$ cat src/rtl/audio_mixer.sv
// Multi-voice stereo mixer: fetches NUM_VOICES samples per sample_req, applies per-channel gains,
// and presents a saturated stereo pair. Optional sticky clip flag under MIXER_CLIP_DETECT_EN.
module audio_mixer #(
  parameter int unsigned NUM_VOICES = 8
) (
  input  logic               clk,
  input  logic               rst_n,
  input  logic               sample_req,
  output logic               voice_req,
  output logic [2:0]         voice_idx,
  input  logic               voice_valid,
  input  logic signed [15:0] voice_sample,
  input  logic [7:0]         voice_vol_l,
  input  logic [7:0]         voice_vol_r,
  output logic signed [15:0] left_out,
  output logic signed [15:0] right_out,
  output logic               busy,
  output logic               overrun,
  output logic               clip,
  input  logic               clip_clr
);

  localparam int unsigned IDX_W  = 3;
  localparam int unsigned SAMP_W = 16;
  localparam int unsigned VOL_W  = 8;
  localparam int unsigned ACC_W  = 20;
  localparam int unsigned PROD_W = SAMP_W + VOL_W + 1;

  localparam logic [IDX_W-1:0]        LAST_IDX = IDX_W'(NUM_VOICES - 1);
  localparam logic signed [ACC_W-1:0] SAT_MAX  = 20'sd32767;
  localparam logic signed [ACC_W-1:0] SAT_MIN  = -20'sd32768;

  typedef enum logic [1:0] {IDLE, REQ, MAC, DONE} state_t;

  state_t                    state, state_nxt;
  logic [IDX_W-1:0]          idx, idx_nxt;
  logic                      voice_req_nxt, busy_nxt, overrun_nxt;
  logic signed [SAMP_W-1:0]  sample_q;
  logic [VOL_W-1:0]          vol_l_q, vol_r_q;
  logic signed [ACC_W-1:0]   acc_l, acc_r;
  logic signed [PROD_W-1:0]  prod_l, prod_r;
  logic signed [ACC_W-1:0]   term_l, term_r;
  logic signed [SAMP_W-1:0]  sat_l, sat_r;

  // State register
  always_ff @(posedge clk) begin
    if (!rst_n) begin
      state <= IDLE;
      idx   <= '0;
    end else begin
      state <= state_nxt;
      idx   <= idx_nxt;
    end
  end

  // Next-state logic
  always_comb begin
    state_nxt = state;
    idx_nxt   = idx;
    case (state)
      IDLE: if (sample_req) begin
        state_nxt = REQ;
        idx_nxt   = '0;
      end
      REQ:  if (voice_valid) state_nxt = MAC;
      MAC:  if (idx == LAST_IDX) begin
        state_nxt = DONE;
      end else begin
        idx_nxt   = idx + IDX_W'(1);
        state_nxt = REQ;
      end
      DONE: state_nxt = IDLE;
      default: state_nxt = IDLE;
    endcase
  end

  // Output decode, computed from the next state so the flops line up with the state register
  always_comb begin
    voice_req_nxt = (state_nxt == REQ);
    busy_nxt      = (state_nxt != IDLE);
    overrun_nxt   = sample_req && (state != IDLE);
  end

  always_ff @(posedge clk) begin
    if (!rst_n) begin
      voice_req <= 1'b0;
      busy      <= 1'b0;
      overrun   <= 1'b0;
    end else begin
      voice_req <= voice_req_nxt;
      busy      <= busy_nxt;
      overrun   <= overrun_nxt;
    end
  end

  assign voice_idx = idx;

  // Gain products (floor shift) and output saturation
  always_comb begin
    prod_l = PROD_W'(sample_q) * PROD_W'($signed({1'b0, vol_l_q}));
    prod_r = PROD_W'(sample_q) * PROD_W'($signed({1'b0, vol_r_q}));
    term_l = ACC_W'(prod_l >>> 8);
    term_r = ACC_W'(prod_r >>> 8);
    sat_l  = (acc_l > SAT_MAX) ? 16'sh7FFF : (acc_l < SAT_MIN) ? 16'sh8000 : acc_l[SAMP_W-1:0];
    sat_r  = (acc_r > SAT_MAX) ? 16'sh7FFF : (acc_r < SAT_MIN) ? 16'sh8000 : acc_r[SAMP_W-1:0];
  end

  always_ff @(posedge clk) begin
    if (!rst_n) begin
      sample_q  <= '0;
      vol_l_q   <= '0;
      vol_r_q   <= '0;
      acc_l     <= '0;
      acc_r     <= '0;
      left_out  <= '0;
      right_out <= '0;
    end else begin
      case (state)
        IDLE: if (sample_req) begin
          acc_l <= '0;
          acc_r <= '0;
        end
        REQ: if (voice_valid) begin
          sample_q <= voice_sample;
          vol_l_q  <= voice_vol_l;
          vol_r_q  <= voice_vol_r;
        end
        MAC: begin
          acc_l <= acc_l + term_l;
          acc_r <= acc_r + term_r;
        end
        DONE: begin
          left_out  <= sat_l;
          right_out <= sat_r;
        end
        default: ;
      endcase
    end
  end

`ifdef MIXER_CLIP_DETECT_EN
  logic clip_set;

  // Sticky clip: a clamp in DONE takes priority over clip_clr
  always_comb begin
    clip_set = (state == DONE) &&
               ((acc_l > SAT_MAX) || (acc_l < SAT_MIN) || (acc_r > SAT_MAX) || (acc_r < SAT_MIN));
  end

  always_ff @(posedge clk) begin
    if (!rst_n)        clip <= 1'b0;
    else if (clip_set) clip <= 1'b1;
    else if (clip_clr) clip <= 1'b0;
  end
`else
  logic unused_clip_clr;
  assign unused_clip_clr = clip_clr;
  assign clip            = 1'b0;
`endif

endmodule
$ cat config.mk
export PLATFORM = sky130hd
export DESIGN_NAME = audio_mixer
export DESIGN_NICKNAME = d
export VERILOG_FILES = /design/src/rtl/audio_mixer.sv
export SDC_FILE = /design/constraint.sdc
export NUM_CORES = 1
export LEC_CHECK = 0
export BUFFER_PORTS_ARGS = -buffer_cell sky130_fd_sc_hd__clkbuf_2
export CORE_MARGIN = 8
export CORE_UTILIZATION = 35
export CTS_CLUSTER_DIAMETER = 50
export DETAILED_ROUTE_END_ITERATION = 8
export GPL_ROUTABILITY_DRIVEN = 0
export GPL_TIMING_DRIVEN = 0
export PLACE_DENSITY = 0.57
export SLEW_MARGIN = 20
export SYNTH_ARGS = -nofsm -noshare
export SYNTH_HDL_FRONTEND = slang
export SYNTH_SLANG_ARGS = --single-unit
$ cat constraint.sdc
create_clock -name clk -period 15.5 [get_ports clk]
set_input_delay 0.775 -clock clk [delete_from_list [all_inputs] [get_ports clk]]
set_output_delay 0.775 -clock clk [all_outputs]
set_load 0.05 [all_outputs]
== Word-level counts from Yosys, hierarchy flattened ==
Cells that the tools add are included.

* Output and inout port bits: 39
* Bits of input ports: 37
* Register bits after elaboration: 112
* Word-level logic and storage cells: 50

* Add/sub/neg operators: 3
* Reduce and logical (&&, ||, !) cells: 8
* Muxes and demuxes: 14
* Eq/ne operators: 7
* $mul: 2
* Order comparisons: 4

{| class="wikitable"
|+ Operators by type and width
! operator !! count
|-
| $pmux 20 s2 || 2
|-
| $mux 16 || 4
|-
| $mul 16x9->25 || 2
|-
| $add 20x17->20 || 2
|-
| $gt 20x16->1 const B || 2
|-
| $lt 20x16->1 const B || 2
|-
| $mux 20 || 1
|-
| $pmux 2 s4 || 1
|-
| $mux 2 || 3
|-
| $mux 3 || 2
|-
| $pmux 3 s2 || 1
|-
| $reduce_bool 2->1 || 3
|-
| $eq 2x1->1 const B || 2
|-
| $eq 2x2->1 const B || 2
|-
| $ne 2x2->1 const B || 2
|-
| $reduce_and 2->1 || 2
|-
| $add 3x1->3 const B || 1
|-
| $eq 3x3->1 const B || 1
|-
| $reduce_and 3->1 || 1
|-
| $logic_not 2->1 || 1
|-
| $logic_and 1x1->1 || 1
|}

== Longest topological paths before layout ==
Gate-level depths: netlist (run 1).

* Word-level depth: 4
* Mapped depth: 32
* Gate-level depth less buffers: 30

== Worst setup path before layout (run 1) ==
OpenSTA, ideal clock, no wires.

* Kind: register to register
* Start: register vol_r_q[2]
* End: register acc_r[19]
* Arrival: 6.790 ns
* Required time: 15.383 ns
* Clock period less this slack: 6.907 ns
* Buffers on the path: 2
* Slack: 8.593 ns
* Cell stages (with the launch flop): 31
* Path through: dfxtp_1 > clkbuf_1 > clkbuf_1 > nand2_1 > fa_1 > inv_1 > fa_1 > inv_1 > fa_1 > fa_1 > inv_1 > ha_1 > or3_1 > o211a_1 > o311ai_0 > a31oi_1 > o21ai_1 > a21boi_1 > o21a_1 > nor2_1 > xnor2_1 > ha_1 > a21o_1 > a21o_1 > a21o_1 > a21oi_2 > o21ai_1 > o41ai_2 > xnor2_1 > o21bai_1 > a22o_1

* Word-level cells in the longest chain between the ends: 3

{| class="wikitable"
|+ RTL lines
! what !! line !! RTL
|-
| from (decl) || 39 || <nowiki>logic [VOL_W-1:0] vol_l_q, vol_r_q;</nowiki>
|-
| from (signal assigned) || 126 || <nowiki>vol_r_q <= voice_vol_r;</nowiki>
|-
| $mul 16x9->25 || 101 || <nowiki>prod_r = PROD_W'(sample_q) * PROD_W'($signed({1'b0, vol_r_q}));</nowiki>
|-
| $add 20x17->20 || 130 || <nowiki>acc_r <= acc_r + term_r;</nowiki>
|-
| $pmux 20 s2 || 118 || <nowiki>case (state)</nowiki>
|-
| to (signal assigned) || 130 ||
|-
| to (decl) || 40 || <nowiki>logic signed [ACC_W-1:0] acc_l, acc_r;</nowiki>
|}

Every way passes these cells.
A chain may end at the register's enable or synchronous reset.

== Worst setup path after layout (run 1) ==
Same ends and word-level chain as after synthesis.

==> impl_metrics.csv, run 1 <==
group,metric,value,unit
route,vias_per_cell,4.89,
worst_setup_path,crit_path_max_fanout,10,
final_layout,utilization,0.388,
route,routed_wirelength,36800,um
clock_tree,tritoncts,"yes",
yosys,synth_flop_cell,"sky130_fd_sc_hd__dfxtp_1",
floorplanning,num_io_pins,76,
sta,setup_repair_after_global_routing_missed_its_margin,"false",
grt,grt_remaining_overflow,0,
sta,timing.final.crit_share,0.519,
final_layout,nFillCells,4245,
sta,setup_tns,0,ns
sta,finalHoldViolations,0,
placed_design,port_buffers,73,
floorplanning,full_die_area,0.0484,mm^2
clock_tree,cts_max_path_buffers,2,
final_layout,design_area,0.0159,mm^2
final_layout,final_non_filler_cells,2329,
sta,worst-slew-pin-transition,0.823,ns
worst_setup_path,arrival,8.33,ns
clock_tree,tritoncts_num_sinks,112,
yosys,mappedNetlistArea,0.0146,mm^2
yosys,syn_nets,2079,
final_layout,areaGrowthSynthToFinish,9.16,%
grt,grt_pass1_wl,61700,um
power,irDropWorstVdd,0.0724,mV
outcome,run_status,"finished clean",
floorplanning,placement_rows,74,
worst_setup_path,path_common_cell,"sky130_fd_sc_hd__fa_1",
sta,maxClockFrequency,124,MHz
yosys,synth.avg_cell_area,8.55,um^2
yosys,fraction_of_synthesized_cell_area_taken_by_the_top_area_cell_type,0.280,
final_layout,fraction_of_final_layout_cells_sized_beyond_drive_strength_1,0.0635,
yosys,netlist.top_cell.by_area,"sky130_fd_sc_hd__fa_1",
clock_tree,ctsRootBufferMaster,"sky130_fd_sc_hd__clkbuf_16",
flow_run,max-cap-violations,0,
route,drtPass1Iterations,9,
grt,grt_max_degree,22,
yosys,synth_cell_types,65,
placed_design,detailedPlacementHpwl,30800,um
route,drcViolationCount,0,
sta,finalSetupViolCount,0,
placed_design,postPlaceCellArea,0.0156,mm^2
yosys,synth-async-reset-ratio,0,
floorplanning,floorplan.die.width,220,um
route,postRouteAntennaNets,0,
grt,number_of_antenna_violations_at_the_first_check_in_global_routing,0,
sta,fin_worst_hold_slack,0.467,ns
clock_tree,number_of_clock_buffers_inserted_by_tritoncts,9,
worst_setup_path,critical_path_class,"flip-flop to flip-flop",
yosys,synth.top_cells.by_count,"sky130_fd_sc_hd__inv_1, sky130_fd_sc_hd__nand2_1, sky130_fd_sc_hd__fa_1",
yosys,post_synth_main_area_contributors,"sky130_fd_sc_hd__fa_1, sky130_fd_sc_hd__dfxtp_1, sky130_fd_sc_hd__ha_1, sky130_fd_sc_hd__inv_1, sky130_fd_sc_hd__and2_1",
route,drtIter0Drc,629,
grt,grt_pass1_vias,11900,
sta,slew_headroom,0.449,
worst_setup_path,worstSetupEndpointType,"flip-flop",
clock_tree,htree_depth,3,
worst_setup_path,setup.worst_path.start_class,"flip-flop",
route,wl_per_cell,15.8,um
worst_setup_path,cp.required,15.79,ns
worst_setup_path,crit_path_max_incr_delay,0.57,ns
route,routed-via-count,11400,
clock_tree,worst_setup_hold_path_clk_slew,0.09,ns
sta,finalWorstPathRequiredPeriod,8.04,ns
sta,finClkSkew,0.0166,ns
clock_tree,cts_hold_buffers,0,
floorplanning,die_h,220,um
sta,report.final.slew_viol_count,0,
yosys,synth-seq-cells,112,
yosys,synth_enable_flop_cells,0,
clock_tree,clk-insertion-delay-late,0.40,ns
worst_setup_path,crit_slowest_cell,"sky130_fd_sc_hd__o311ai_0",
clock_tree,postCtsSetupBuffers,0,
yosys,yosys.cell_count.top_type,"sky130_fd_sc_hd__inv_1",
placed_design,numPlacedInstances,2311,
yosys,synth_cells,1706,
yosys,synth_warnings,0,
grt,grt_use_total,0.161,
clock_tree,cts-resized-gates,0,
power,power_density,39.9,mW/mm^2
floorplanning,core_area,0.0410,mm^2
yosys,synth_sequential_area_ratio,0.154,
final_layout,finalNetCount,2163,
worst_hold_path,hold_class,"flip-flop to flip-flop",
floorplanning,start_util,0.355,
power,leakage,7.99,nW
-- per-layer routing --
layer / global-route usage / vias to the layer above / routed length, um
li1: - / 5515 / -
met1: 0.227 / 5598 / 17600
met2: 0.252 / 249 / 16400
met3: 0.0274 / 34 / 2210
met4: 0.0436 / 0 / 568
met5: 0 / - / 0
-- cell type report --
cell class,count,area (um^2),share of cell area
inverters,299,1120,0.0705
diodes,2,5.00,0.000314
plain buffers,72,275,0.0173
clock buffers,9,225,0.0141
repair buffers,73,365,0.0230
multi-input cells,1223,10900,0.687
well taps,532,666,0.0418
clock inverters,7,73.8,0.00464
flip-flops and latches,112,2240,0.141
-- metrics by stage --
stage | total power [mW] | setup slack, ns
after floorplan | 0.359 | 8.59
after global placement | 0.391 | 7.64
after detailed placement | 0.393 | 7.66
after CTS | 0.643 | 7.61
after global routing | 0.660 | 7.01
final | 0.634 | 7.46
-- report_power, final --
group | switching, mW | internal, mW | leakage (nW) | total, mW
logic | 0.0584 | 0.0286 | 6.94 | 0.0871
clock network | 0.134 | 0.114 | 0.143 | 0.248
registers | 0.00740 | 0.292 | 0.905 | 0.299
total | 0.200 | 0.434 | 7.99 | 0.634
-- flip-flops by register name, indices dropped and copies added (netlist names) --
name / cells
acc_l: 20
acc_r: 20
left_out: 16
right_out: 16
sample_q: 16
vol_l_q: 8
vol_r_q: 8
voice_idx: 3
state: 2
busy: 1
overrun: 1
voice_req: 1
-- worst max-delay path: cells and delay by family (launching register included) --
| family | cells | cell delay (ns) |
|---|---|---|
| adder cells (fa/ha/maj) | 6 | 2.59 |
| AND/OR/NAND/NOR | 3 | 0.66 |
| flip-flops | 1 | 0.31 |
| XOR/XNOR | 2 | 0.38 |
| AO/OA/AOI/OAI | 14 | 3.05 |
| buffers and inverters | 5 | 0.94 |
-- cell usage in the layout, fill, tap and decap left out, drive strengths merged, types with 4 or more instances in the layout --
master	netlist	layout
inv	299	301
nand2	245	245
fa	204	204
and2	150	150
clkbuf	68	150
ha	132	132
dfxtp	112	112
a21boi	69	69
o21ai	64	64
nor2	53	53
xnor2	44	44
nor2b	39	39
a21oi	39	39
a22oi	26	26
a21o	20	20
xor2	18	18
nor3	15	15
o21a	11	11
nand3	10	10
nand2b	9	9
and3	7	7
or3	6	6
o21bai	6	6
o31a	4	4
nand4	4	4
or2	4	4
a2111oi	4	4
buf	4	4
clkinv	0	4
-- kinds of logic after synthesis --
group | count (synthesis) | share of synthesized area
AOI/OAI and AO/OA | 271 | 0.132
muxes | 1 | 0.000772
and+or+nand+nor | 552 | 0.187
buffers and inverters | 371 | 0.0958
other | 1 | 0.000257
xor gates and xnor gates | 62 | 0.0372
DFF | 112 | 0.154
adders and majority gates | 336 | 0.393
-- path summary, 6_finish.rpt --
| kind | start | end | slack (ns) | depth (start not counted) |
|---|---|---|---|---|
| max | vol_r_q[2] | acc_r[19] | 7.46 | 30 |
| min | left_out[7] | left_out[7] | 0.47 | 2 |
| max reg2reg | vol_r_q[2] | acc_r[19] | 7.46 | 30 |
| min reg2reg | left_out[7] | left_out[7] | 0.47 | 2 |
Note: power is estimated with default switching activity, not from simulation.
==> run 2, diff against run 1 <==
clock period = 7.5 ns   (was 15.5 ns; I/O delays follow)
==> run 2 against run 1 <==
- sequential share of layout area fell by 0.061 points
- clock skew barely moved
- combinational power rose by 110%
- utilization increased by 0.80 points
- via count fell by 0.75%
- clock power increased by 110%
- global-route usage barely moved
==> impl_metrics.csv, run 2 (synthesized netlist as in run 1, its figures left out) <==
group,metric,value,unit
worst_setup_path,crit_path_max_fanout,10,
power,leakage,8.19,nW
power,post_layout_total_power,1.32,mW
placed_design,detailedPlacementHpwl,30800,um
grt,grt_max_degree,22,
floorplanning,start_util,0.355,
grt,grt_use_total,0.161,
route,postRouteAntennaNets,0,
clock_tree,number_of_clock_buffers_inserted_by_tritoncts,9,
worst_setup_path,crit_slowest_cell,"sky130_fd_sc_hd__fa_1",
grt,grt_remaining_overflow,0,
grt,grt_pass1_vias,11900,
sta,report.final.slew_viol_count,0,
worst_setup_path,cp.required,7.79,ns
final_layout,areaGrowthSynthToFinish,11.4,%
grt,grt_pass1_wl,61800,um
flow_run,max-cap-violations,0,
clock_tree,clk-insertion-delay-late,0.40,ns
route,drtPass1Iterations,5,
sta,setup_tns,0,ns
floorplanning,die_h,220,um
floorplanning,core_area,0.0410,mm^2
clock_tree,htree_depth,3,
sta,finalWorstPathRequiredPeriod,7.19,ns
final_layout,layout.cells.most_common,"sky130_fd_sc_hd__inv_1",
clock_tree,ctsRootBufferMaster,"sky130_fd_sc_hd__clkbuf_16",
worst_setup_path,path_common_cell,"sky130_fd_sc_hd__fa_1",
worst_setup_path,register_to_register_path_depth,27,
final_layout,nFillCells,4230,
worst_setup_path,crit_path_max_incr_delay,0.55,ns
sta,timing.final.crit_share,0.959,
sta,finalSetupViolCount,0,
route,drcViolationCount,0,
clock_tree,worst_setup_hold_path_clk_slew,0.09,ns
sta,slew_headroom,0.448,
worst_setup_path,arrival,7.48,ns
sta,fin_worst_hold_slack,0.202,ns
placed_design,numPlacedInstances,2311,
worst_setup_path,worstSetupEndpointType,"flip-flop",
sta,finalHoldViolations,0,
grt,number_of_antenna_violations_at_the_first_check_in_global_routing,0,
placed_design,dpl_worst_slack,-0.340,ns
clock_tree,tritoncts,"yes",
worst_hold_path,worstHoldEndpoint,"vol_l_q[0]",
worst_setup_path,critical_path_class,"flip-flop to flip-flop",
sta,maxClockFrequency,139,MHz
clock_tree,cts_max_path_buffers,2,
final_layout,register_area,0.00228,mm^2
worst_hold_path,hold_class,"input port to flip-flop",
final_layout,final_non_filler_cells,2328,
floorplanning,full_die_area,0.0484,mm^2
power,irDropWorstVdd,0.149,mV
outcome,run_status,"finished clean",
floorplanning,floorplan.die.width,220,um
clock_tree,tritoncts_num_sinks,112,
final_layout,fraction_of_final_layout_cells_sized_beyond_drive_strength_1,0.103,
worst_hold_path,timing.hold.worst_path_depth,3,
worst_setup_path,critical_path.reg2reg.startpoint,"sample_q[12]",
clock_tree,cts_hold_buffers,0,
route,drtIter0Drc,667,
sta,finClkSkew,0.0162,ns
route,routed-via-count,11300,
power,power_density,81.0,mW/mm^2
route,vias_per_cell,4.86,
final_layout,largest_registers,"acc_l: 20 flops, acc_r: 20 flops",
route,wl_per_cell,15.9,um
route,routed_wirelength,37100,um
final_layout,finalNetCount,2163,
sta,finalWorstSetupSlack,0.307,ns
final_layout,total_area_of_multi_input_combinational_cells,0.0111,mm^2
worst_setup_path,worst_setup_path_startpoint,"sample_q[12]",
sta,worst-slew-pin-transition,0.826,ns
worst_setup_path,worstReg2RegEnd,"acc_l[19]",
final_layout,final_cell_mix,"sky130_fd_sc_hd__inv_1, sky130_fd_sc_hd__nand2_1, sky130_fd_sc_hd__fa_1",
placed_design,port_buffers,73,
floorplanning,placement_rows,74,
worst_hold_path,min_from,"voice_vol_l[0]",
worst_setup_path,regToRegSetupSlack,0.31,ns
worst_setup_path,setup.worst_path.start_class,"flip-flop",
floorplanning,num_io_pins,76,
## run 2: cell types whose count changed in the layout (fill, tap and decap cells not counted), moves of 4 or more
cell / delta
sky130_fd_sc_hd__buf_2: +5
sky130_fd_sc_hd__buf_4: +4
sky130_fd_sc_hd__buf_6: +8
sky130_fd_sc_hd__clkbuf_1: -31
sky130_fd_sc_hd__clkbuf_2: +5
sky130_fd_sc_hd__clkbuf_4: +9
sky130_fd_sc_hd__dfxtp_1: -17
sky130_fd_sc_hd__dfxtp_2: +11
sky130_fd_sc_hd__dfxtp_4: +6
sky130_fd_sc_hd__xnor2_1: -4
sky130_fd_sc_hd__xnor2_2: +4
## run 2: layout make-up
| class | count | share of cell area |
|---|---|---|
| Antenna cell | 1 | 0.000154 |
| Buffer | 70 | 0.0235 |
| Clock buffer | 9 | 0.0139 |
| Clock inverter | 7 | 0.00454 |
| Inverter | 299 | 0.0691 |
| Multi-Input combinational cell | 1223 | 0.684 |
| Sequential cell | 112 | 0.140 |
| Tap cell | 532 | 0.0410 |
| Timing Repair Buffer | 75 | 0.0234 |
## run 2: metrics by stage
step           utilization  area [um^2]
3_3_place_gp         0.381        15600
2_1_floorplan            -        14600
3_5_place_dp         0.381        15600
4_1_cts              0.389        15900
6_report             0.396        16200
5_1_grt              0.396        16200
## run 2: critical path, delay by kind of cell (launching register included)
| family | cells | cell delay [ns] |
|---|---|---|
| compound gates | 11 | 2.44 |
| flops | 1 | 0.49 |
| simple gates | 5 | 0.77 |
| buf+inv | 4 | 0.46 |
| fa+ha+maj | 6 | 2.71 |
| xor+xnor | 1 | 0.22 |
## run 2: power by group
group | switching (mW) | internal, mW | total, mW | leakage [nW]
registers | 0.0168 | 0.603 | 0.619 | 0.915
clock network | 0.276 | 0.235 | 0.511 | 0.143
logic | 0.121 | 0.0647 | 0.185 | 7.14
## run 2: timing repair
item                                    4_1_cts  5_1_grt
cloned                                        0        0
gates resized for setup                      26      124
endpoints found under the hold margin         0        0
endpoints found under the setup margin       11       16
pin swaps                                     0       11
setup buffers                                 0        2
## run 2: how the worst max path moves through the flow
stage | slack (ns) | to
after floorplan | 0.59 | acc_r[19]
after global placement | -0.36 | acc_r[19]
after detailed placement | -0.34 | acc_r[19]
after CTS | 0.008 | acc_r[18]
after global routing | -0.04 | acc_l[19]
final | 0.31 | acc_l[19]
## run 2: per-layer routing
layer	GRT usage	vias up	share of wire
li1	-	5508	-
met1	0.228	5561	0.49
met2	0.254	211	0.45
met3	0.0262	30	0.050
met4	0.0412	0	0.014
met5	0	-	0
